$ cat config.mk
export PLATFORM = sky130hd
export DESIGN_NAME = block_pos_ctrl
export DESIGN_NICKNAME = d
export VERILOG_FILES = /design/src/rtl/block_pos_ctrl.sv
export SDC_FILE = /design/constraint.sdc
export NUM_CORES = 1
export LEC_CHECK = 0
export CAP_MARGIN = 20
export CORE_MARGIN = 3
export CORE_UTILIZATION = 57
export CTS_CLUSTER_DIAMETER = 150
export DETAILED_ROUTE_END_ITERATION = 8
export GPL_TIMING_DRIVEN = 1
export HOLD_SLACK_MARGIN = 0.02
export PLACE_DENSITY = 0.84
export SYNTH_ARGS = -nofsm -noshare
export SYNTH_HDL_FRONTEND = slang
export SYNTH_SLANG_ARGS = --single-unit
$ cat constraint.sdc
create_clock -name clk -period 6.85 [get_ports clk]
set_clock_uncertainty 0.15 [all_clocks]
set_input_delay 1.37 -clock clk [delete_from_list [all_inputs] [get_ports clk]]
set_output_delay 1.37 -clock clk [all_outputs]
set_load 0.01 [all_outputs]
$ cat src/rtl/block_pos_ctrl.sv
// rtl/block_pos_ctrl.sv - PS/2 arrow-key driven positioning of several on-screen blocks
// Decodes set-2 scan codes into held direction flags and steps the selected block once per frame.
module block_pos_ctrl #(
   parameter int NUM_BLOCKS = 4,
   parameter int H_RES      = 640,
   parameter int V_RES      = 480,
   parameter int BLK_W      = 32,
   parameter int BLK_H      = 32,
   parameter int STEP       = 8
) (
   input  logic                    clk,
   input  logic                    rst,
   input  logic [7:0]              key,
   input  logic                    new_code,
   input  logic                    frame_tick,
   input  logic                    mode,
   output logic [10*NUM_BLOCKS-1:0] xpos,
   output logic [10*NUM_BLOCKS-1:0] ypos,
   output logic [2:0]              sel,
   output logic                    moving
);

   typedef enum logic [1:0] {IDLE, EXT, BRK, EXT_BRK} state_t;

   localparam logic [10:0] XMAX = 11'(H_RES - BLK_W);
   localparam logic [10:0] YMAX = 11'(V_RES - BLK_H);
   localparam logic [10:0] STP  = 11'(STEP);
   localparam logic [2:0]  LAST = 3'(NUM_BLOCKS - 1);

   // flag bit order: 0 up, 1 down, 2 left, 3 right
   state_t      state_q, state_d;
   logic [3:0]  flags_q, flags_d;
   logic [2:0]  sel_q, sel_d;
   logic        moving_q;
   logic        esc;
   logic [9:0]  x_q [NUM_BLOCKS];
   logic [9:0]  y_q [NUM_BLOCKS];
   logic [9:0]  x_d [NUM_BLOCKS];
   logic [9:0]  y_d [NUM_BLOCKS];

   function automatic logic [3:0] dir_mask(input logic [7:0] code);
      case (code)
         8'h75:   return 4'b0001;
         8'h72:   return 4'b0010;
         8'h6B:   return 4'b0100;
         8'h74:   return 4'b1000;
         default: return 4'b0000;
      endcase
   endfunction

   function automatic logic [9:0] step_dec(input logic [9:0] p, input logic [10:0] maxv,
                                           input logic wrap);
      logic [10:0] p11;
      p11 = {1'b0, p};
      if (p11 < STP) return wrap ? maxv[9:0] : 10'd0;
      return 10'(p11 - STP);
   endfunction

   function automatic logic [9:0] step_inc(input logic [9:0] p, input logic [10:0] maxv,
                                           input logic wrap);
      logic [10:0] s;
      s = {1'b0, p} + STP;
      if (s > maxv) return wrap ? 10'd0 : maxv[9:0];
      return s[9:0];
   endfunction

   always_comb begin
      state_d = state_q;
      flags_d = flags_q;
      sel_d   = sel_q;
      esc     = 1'b0;
      if (new_code) begin
         case (state_q)
            IDLE: begin
               if (key == 8'hE0)      state_d = EXT;
               else if (key == 8'hF0) state_d = BRK;
               else if (key == 8'h0D) sel_d = (sel_q == LAST) ? 3'd0 : sel_q + 3'd1;
               else if (key == 8'h76) esc = 1'b1;
            end
            EXT: begin
               if (key == 8'hF0) begin
                  state_d = EXT_BRK;
               end else begin
                  flags_d = flags_q | dir_mask(key);
                  state_d = IDLE;
               end
            end
            BRK: state_d = IDLE;
            default: begin
               flags_d = flags_q & ~dir_mask(key);
               state_d = IDLE;
            end
         endcase
      end
      if (esc) flags_d = 4'b0000;
   end

   // Movement uses flags_q so a code completing alongside frame_tick waits for the next frame
   always_comb begin
      for (int i = 0; i < NUM_BLOCKS; i++) begin
         x_d[i] = x_q[i];
         y_d[i] = y_q[i];
         if (esc) begin
            x_d[i] = 10'(2 * BLK_W * i);
            y_d[i] = 10'd0;
         end else if (frame_tick && (3'(i) == sel_q)) begin
            if (flags_q[2] && !flags_q[3])      x_d[i] = step_dec(x_q[i], XMAX, mode);
            else if (flags_q[3] && !flags_q[2]) x_d[i] = step_inc(x_q[i], XMAX, mode);
            if (flags_q[0] && !flags_q[1])      y_d[i] = step_dec(y_q[i], YMAX, mode);
            else if (flags_q[1] && !flags_q[0]) y_d[i] = step_inc(y_q[i], YMAX, mode);
         end
      end
   end

   always_ff @(posedge clk) begin
      if (!rst) begin
         state_q  <= IDLE;
         flags_q  <= 4'b0000;
         sel_q    <= 3'd0;
         moving_q <= 1'b0;
         for (int i = 0; i < NUM_BLOCKS; i++) begin
            x_q[i] <= 10'(2 * BLK_W * i);
            y_q[i] <= 10'd0;
         end
      end else begin
         state_q  <= state_d;
         flags_q  <= flags_d;
         sel_q    <= sel_d;
         moving_q <= |flags_d;
         for (int i = 0; i < NUM_BLOCKS; i++) begin
            x_q[i] <= x_d[i];
            y_q[i] <= y_d[i];
         end
      end
   end

   for (genvar g = 0; g < NUM_BLOCKS; g++) begin : g_pack
      assign xpos[10*g +: 10] = x_q[g];
      assign ypos[10*g +: 10] = y_q[g];
   end

   assign sel    = sel_q;
   assign moving = moving_q;

endmodule

* Word-level counts from Yosys, hierarchy flattened *
Memories as Yosys holds them, arrays and structs flattened.
Cells that the tools add are included.

word-level totals
  bits in registers = 10
  bits in writable memories = 80
  input port bits = 13
  output and inout bits = 84
  word-level logic and storage cells = 257
  memories kept = 2

operators by class
  add/sub/neg operators = 17
  magnitude comparators = 16
  equality and inequality tests = 15
  mux-type cells = 171
  bitwise gates (word level) = 13
  reduce and logical (&&, ||, !) cells = 19

memory list
  name  depth  bits a word  read ports  clocked after Yosys merged registers in  wr ports  RTL line  RTL
  x_q   4      10           4           0                                        4         36        logic [9:0] x_q [NUM_BLOCKS];
  y_q   4      10           4           0                                        4         37        logic [9:0] y_q [NUM_BLOCKS];

operator list
  cell                     number
  $mux W10                 74
  $add A10 B4 Y11 const B  8
  $lt A10 B4 Y1 const B    8
  $mux W1                  80
  $sub A10 B4 Y10 const B  8
  $gt A11 B10 Y1 const B   4
  $gt A11 B9 Y1 const B    4
  $eq A8 B7 Y1 const B     5
  $mux W4                  8
  $mux W9                  2
  $eq A8 B8 Y1 const B     2
  $pmux W4 S4              1
  $eq A8 B4 Y1 const B     1
  $logic_and A1 B1 Y1      8
  $or A1 B1 Y1             8
  $pmux W4 S2              1
  $eq A2 B3 Y1 const A     2
  $mux W2                  3
  $reduce_and A5 Y1        1
  $and A4 B4 Y4            1
  $logic_not A1 Y1         4
  $not A4 Y4               1
  $or A4 B4 Y4             1
  $pmux W2 S2              1
  14 further kinds         15

* Longest topological paths before layout *
  word-level depth = 14
  gate-level depth with buffers = 9
  gate-level depth less buffers = 8

* Worst setup path after synthesis *
Ideal clock, no wire load.

  path kind = input-to-reg
  start point = input key[7]
  end point = register flags_q[0]
  library setup time = 0.128 ns
  arrival time = 2.951 ns
  data required time = 6.572 ns
  path slack = 3.621 ns
  stages on the path = 6
  path buffers = 2
  path through = and4b_1 nand3b_1 o41ai_1 clkbuf_1 clkbuf_1 nor2_1

between the ends
  longest elaborated chain between the ends = 10
  elaborated cells on any way between the ends = 27
  those cells by class = eq/ne: 8; mux: 16; bitwise: 3

ends and longest elaborated chain
  item                  RTL line  RTL
  start, declared       13        input logic [7:0] key,
  $eq A8 B7 Y1          42        case (code)
  $pmux W4 S4           42
  $mux W4               81        if (key == 8'hF0) begin
  $mux W4               73        case (state_q)
  $mux W4               72        if (new_code) begin
  $or A4 B4 Y4          84        flags_d = flags_q | dir_mask(key);
  $mux W4               81
  $pmux W4 S2           73
  $mux W4               72
  $mux W4 *             95        if (esc) flags_d = 4'b0000;
  end signal, assigned  127       flags_q <= flags_d;
  end, declared         32        logic [3:0] flags_q, flags_d;

Mark *: on every way between the ends. The rest lies on a longest branch, timed or not. The select of a mux whose other input is x is not followed.
A chain may end at the register's enable or synchronous reset.

==> results.py <==
metrics = {
    "floorplan": {
        "row_count": 37,
        "die_area_um2": 12300,
        "die_y_um": 111,
        "die_w_um": 111,
        "start_util_pct": 59.6,
        "ios": 97,
        "core_area_um2": 10500,
    },
    "grt": {
        "antenna_found_initial": 0,
        "grt_max_degree": 50,
        "grt_pass1_wl_um": 26900,
        "track_usage_pct": 24.9,
        "grt-ovfl-total": 0,
        "grt_pass1_vias": 5741,
    },
    "final_layout": {
        "layout_common_cells": "nand2_1 (78), clkdlybuf4s50_1 (72), o21ai_0 (68)",
        "area_delta_synth_final_pct": 11.3,
        "fillers": 923,
        "fin_nets": 934,
        "final_common_cell": "nand2_1",
        "diodes": 0,
        "drive_above_1_share_pct": 5.09,
    },
    "timing": {
        "fin_hold_ws_ps": 386,
        "rsz0062_at_grt": "no",
        "period_needed_ps": 3480,
        "tightestPinTransition_ps": 969,
        "setup_violations": 0,
        "slew_headroom_pct": 34.8,
        "max_freq_mhz": 288,
        "hold_violations": 0,
        "tns_ps": 0,
        "fin_crit_sh_pct": 50.8,
        "slew_viol_final": 0,
    },
    "cts": {
        "numClockSinks": 66,
        "cts_tree": "done",
        "h-tree-depth": 3,
        "cts_buffer_depth": 2,
        "cts_buffers": 9,
        "cts_hold_buf": 0,
        "clock-root-buffer": "clkbuf_8",
        "postCtsSetupBuffers": 0,
        "clock_latency_ps": 340,
        "clk_pin_slew_ps": 70,
        "cts_resized": 0,
    },
    "power_and_ir_drop": {
        "p_per_area_nw_per_um2": 106,
        "ir_drop_v": 0.0000837,
        "switching_share_pct": 22.7,
        "seqPwrFrac_pct": 52.0,
        "p_leak_uw": 0.00256,
        "comb_power_share_pct": 4.9,
        "power_switching_uw": 168,
        "p_int_uw": 571,
        "power_frac_clock_pct": 43.2,
    },
    "logic_synthesis": {
        "yosysWarningCount": 0,
        "synthCells": 880,
        "async_flop_share_pct": 0,
        "synth_area_um2": 6260,
        "synth.distinct_cells": 81,
        "ys_seq_area_share_pct": 21.1,
        "synth_ff_type": "dfxtp_1",
        "synth-seq-cells": 66,
        "avgSynthCellArea_um2": 7.12,
        "synth_edf_count": 0,
    },
    "placement": {
        "place.gp.congestion": 0.942,
        "port_buffers": 72,
        "dp_hpwl_um": 11200,
    },
    "critical_path": {
        "path_max_fanout": 10,
        "start_kind": "primary input",
        "worst_ep_required_time_ps": 6940,
        "path_class": "primary input to flop",
        "cp_data_arrival_time_ps": 3560,
        "cp-end-kind": "flop",
    },
    "detailed_routing": {
        "met3_length_um": 889,
        "wl_um": 15900,
        "top_layer_used": "met4",
        "wire_per_inst_um": 15.3,
        "via_count": 6497,
        "drtPass1Iterations": 5,
        "drtAntennaViolNets": 0,
        "drc_errors": 0,
        "vias_per_cell": 6.25,
        "wl_met2_um": 7500,
        "met1Wirelength_um": 7280,
        "first_iter_violations": 509,
    },
    "run_status": {
        "status": "finished clean",
    },
    "hold_path": {
        "hold_class": "flop to flop",
    },
    "run": {
        "max_cap_violations": 0,
    },
}
-- cell usage after synthesis, types with 6 or more instances --
cell type | instances | area [µm²]
a211oi_1 | 8 | 60.1
a21o_1 | 7 | 52.6
a21oi_1 | 65 | 325
a31oi_1 | 26 | 163
and2_1 | 10 | 62.6
and3_1 | 15 | 93.8
buf_2 | 6 | 30.0
buf_4 | 25 | 188
clkbuf_1 | 48 | 180
dfxtp_1 | 66 | 1320
ha_1 | 22 | 275
inv_1 | 35 | 131
mux2_2 | 7 | 78.8
mux2i_1 | 16 | 160
nand2_1 | 78 | 293
nand2b_1 | 10 | 62.6
nand3_1 | 39 | 195
nand3b_1 | 10 | 75.1
nand4_1 | 6 | 37.5
nor2_1 | 63 | 236
nor2b_1 | 17 | 106
nor3_1 | 37 | 185
nor4_1 | 18 | 113
o211ai_1 | 14 | 105
o21a_1 | 6 | 45.0
o21ai_0 | 68 | 340
o31ai_1 | 11 | 82.6
or3_1 | 7 | 43.8
or4_1 | 6 | 45.0
xnor2_1 | 10 | 87.6
xor2_1 | 15 | 131
-- flip-flops by register name (all words and copies together) (netlist names) --
name	flops
sel	3
state_q	2
flags_q	4
y_q	28
moving	1
x_q	28
-- cells by family (layout without fill, tap and decap cells) --
logic type / count (synthesis) / in the layout / share of synthesized area, %
multiplexers: 23 / 23 / 3.82
flip-flops: 66 / 66 / 21.1
buffers and inverters: 127 / 127 / 10.1
XOR/XNOR: 25 / 25 / 3.50
AND/OR/NAND/NOR: 350 / 350 / 29.4
other: 1 / 24 / 0.0599
adder cells (fa/ha/maj): 22 / 22 / 4.39
AO/OA/AOI/OAI: 266 / 266 / 27.6
-- critical path: stages --
cell and delay (ps):
clkdlybuf4s50_1 580, nor3b_1 530, and2_1 420, o221ai_2 170, or3_1 370, o211a_1 130
-- per-layer routing --
layer / global-route usage, % / vias to the layer above
li1: - / 3231
met1: 34.0 / 3015
met2: 41.2 / 228
met3: 2.46 / 23
met4: 7.88 / 0
met5: 0 / -
-- final cells by class --
class                           count  area, µm²  area share [%]
Sequential cell                    66       1320            19.0
Tap cell                          136        170            2.44
Timing Repair Buffer               77        758            10.9
Clock buffer                       12        145            2.08
Inverter                           35        131            1.89
Clock inverter                      3       40.0           0.575
Multi-Input combinational cell    710       4400            63.2
-- stage by stage --
stage	power [µW]	setup slack [ps]	util (%)	std cells	instance area, µm²
finish	738	3370	66.3	1039	6970
global route	760	3250	66.3	1039	6970
CTS	743	3430	66.3	1039	6970
detailed placement	428	3080	64.6	1024	6780
global placement	428	3130	64.6	1024	6780
floorplan	425	3620	-	903	6350
-- power groups by stage --
stage | Combinational [µW] | Sequential (µW) | Clock, µW
6_report | 36.1 | 384 | 319
5_1_grt | 39.5 | 383 | 337
4_1_cts | 35.6 | 384 | 324
3_5_place_dp | 35.6 | 392 | 0
3_3_place_gp | 35.2 | 392 | 0
2_1_floorplan | 32.3 | 392 | 0
-- final timing paths --
kind	from	endpoint	slack [ps]	cells after the start
min	flags_q[2]$_SDFF_PN0_	flags_q[2]$_SDFF_PN0_	390	2
min reg2reg	flags_q[2]$_SDFF_PN0_	flags_q[2]$_SDFF_PN0_	390	2
max reg2reg	x_q[0][3]$_SDFFE_PP0P_	x_q[0][6]$_SDFFE_PP0P_	4010	7
max	frame_tick	y_q[1][7]$_SDFFE_PP0P_	3370	6
No activity file was read; power rests on OpenSTA's default activity.
==> RTL change: new RTL, same flow settings <==
`NUM_BLOCKS`: 4 -> 8.
--- a/src/rtl/block_pos_ctrl.sv
+++ b/src/rtl/block_pos_ctrl.sv
@@ -2,5 +2,5 @@
 // Decodes set-2 scan codes into held direction flags and steps the selected block once per frame.
 module block_pos_ctrl #(
-   parameter int NUM_BLOCKS = 4,
+   parameter int NUM_BLOCKS = 8,
    parameter int H_RES      = 640,
    parameter int V_RES      = 480,
Ports: changed (resized xpos and ypos); port bits go from 97 to 177. The function was not compared with the original's and may differ.
==> RTL change against the original RTL <==
Sequential cell count increased by 56. Sequential power increased by 86%. Synthesized cell count increased by 95%. Sequential share of layout area decreased by 0.74 points. Register-to-register slack got worse by 0.04 ns. Utilization decreased by 0.47 points. Area after synthesis increased by 89%. Clock power increased to 2.9 times the old value. Largest cell class unchanged. Setup slack got worse by 0.55 ns. Routed wire length increased by 110%. Final area increased by 92%. Power increased by 130%. Largest power group is now the clock network. Hold slack improved by 0.012 ns. Critical path type unchanged.
==> RTL change: results <==
[run_status]
status = completed

[route]
drt_iter0_drc = 1258
firstDrtPassIters = 6
wl_per_cell_um = 16.3

[cells_and_area]
clock_cell_area_share_pct = 4.48
multi_input_cells = 1383
final_cells = 2021
seq_area_share_pct = 18.2
clkbuf_count = 25
n_all_inverters = 79
largestRegisters = x_q: 56 flops, y_q: 56 flops, flags_q: 4 flops
drive_above_1_share_pct = 4.34
signal_buffers = 136
buf_share_pct = 9.97

[critical_path]
crit_path_max_incr_delay_ns = 0.66
critPathMaxFanout = 41
slowest_stage = nand2_2
reg2reg_to = y_q[1][34]$_SDFFE_PP0P_
r2r-start = flags_q[1]$_SDFF_PN0_
r2r_cells = 8

[pwr]
clkPwrFrac_pct = 53.9
ir_worst_vdd_v = 0.000163
p_int_uw = 1320
leakagePower_uw = 0.00487

[place]
place_ws_ns = 2.40
placedCellCount = 1990
placed_area_mm2 = 0.0128
gp_congestion = 0.937

[synthesis]
yosys-top-cells-count = nand2_1, a21oi_1, nor2_1, o21ai_0, dfxtp_1
synth_cell_types = 92
ys_seq_elements = 122
ys_seq_area_share_pct = 20.6
netlist_instances = 1716

[grt]
gr-usage-all-layers_pct = 28.6
grt_pass1_wl_um = 54600
grt_max_degree = 57

[timing]
whs_ns = 0.398
RTL change: cell count changes after synthesis, moves of 34 or more:
cell     unedited run  this run
a21oi_1            65       153
nand3_1            39        92
xnor2_1            10        44
inv_1              35        77
nand2_1            78       155
nor2_1             63       148
dfxtp_1            66       122
o21ai_0            68       133
RTL change: kinds of logic after synthesis:
| family | Yosys count | share of synthesized area [%] |
|---|---|---|
| xor gates and xnor gates | 70 | 5.17 |
| buffers and inverters | 258 | 10.2 |
| AOI/OAI and AO/OA | 540 | 29.7 |
| other | 1 | 0.0316 |
| adders and majority gates | 40 | 4.22 |
| DFF | 122 | 20.6 |
| and+or+nand+nor | 661 | 28.0 |
| muxes | 24 | 2.09 |
RTL change: metal layers:
layer	up-vias	track usage, %	part of all wire, %
li1	6223	-	-
met5	-	0	0
met1	5992	38.7	43
met3	90	4.82	8.3
met4	0	10.9	2.7
met2	650	45.6	46
RTL change: worst min-delay path: cells and delay by family, from the launching register on:
family	cells	cell delay, ns
compound gates	1	0.12
flops	1	0.33
simple gates	1	0.05
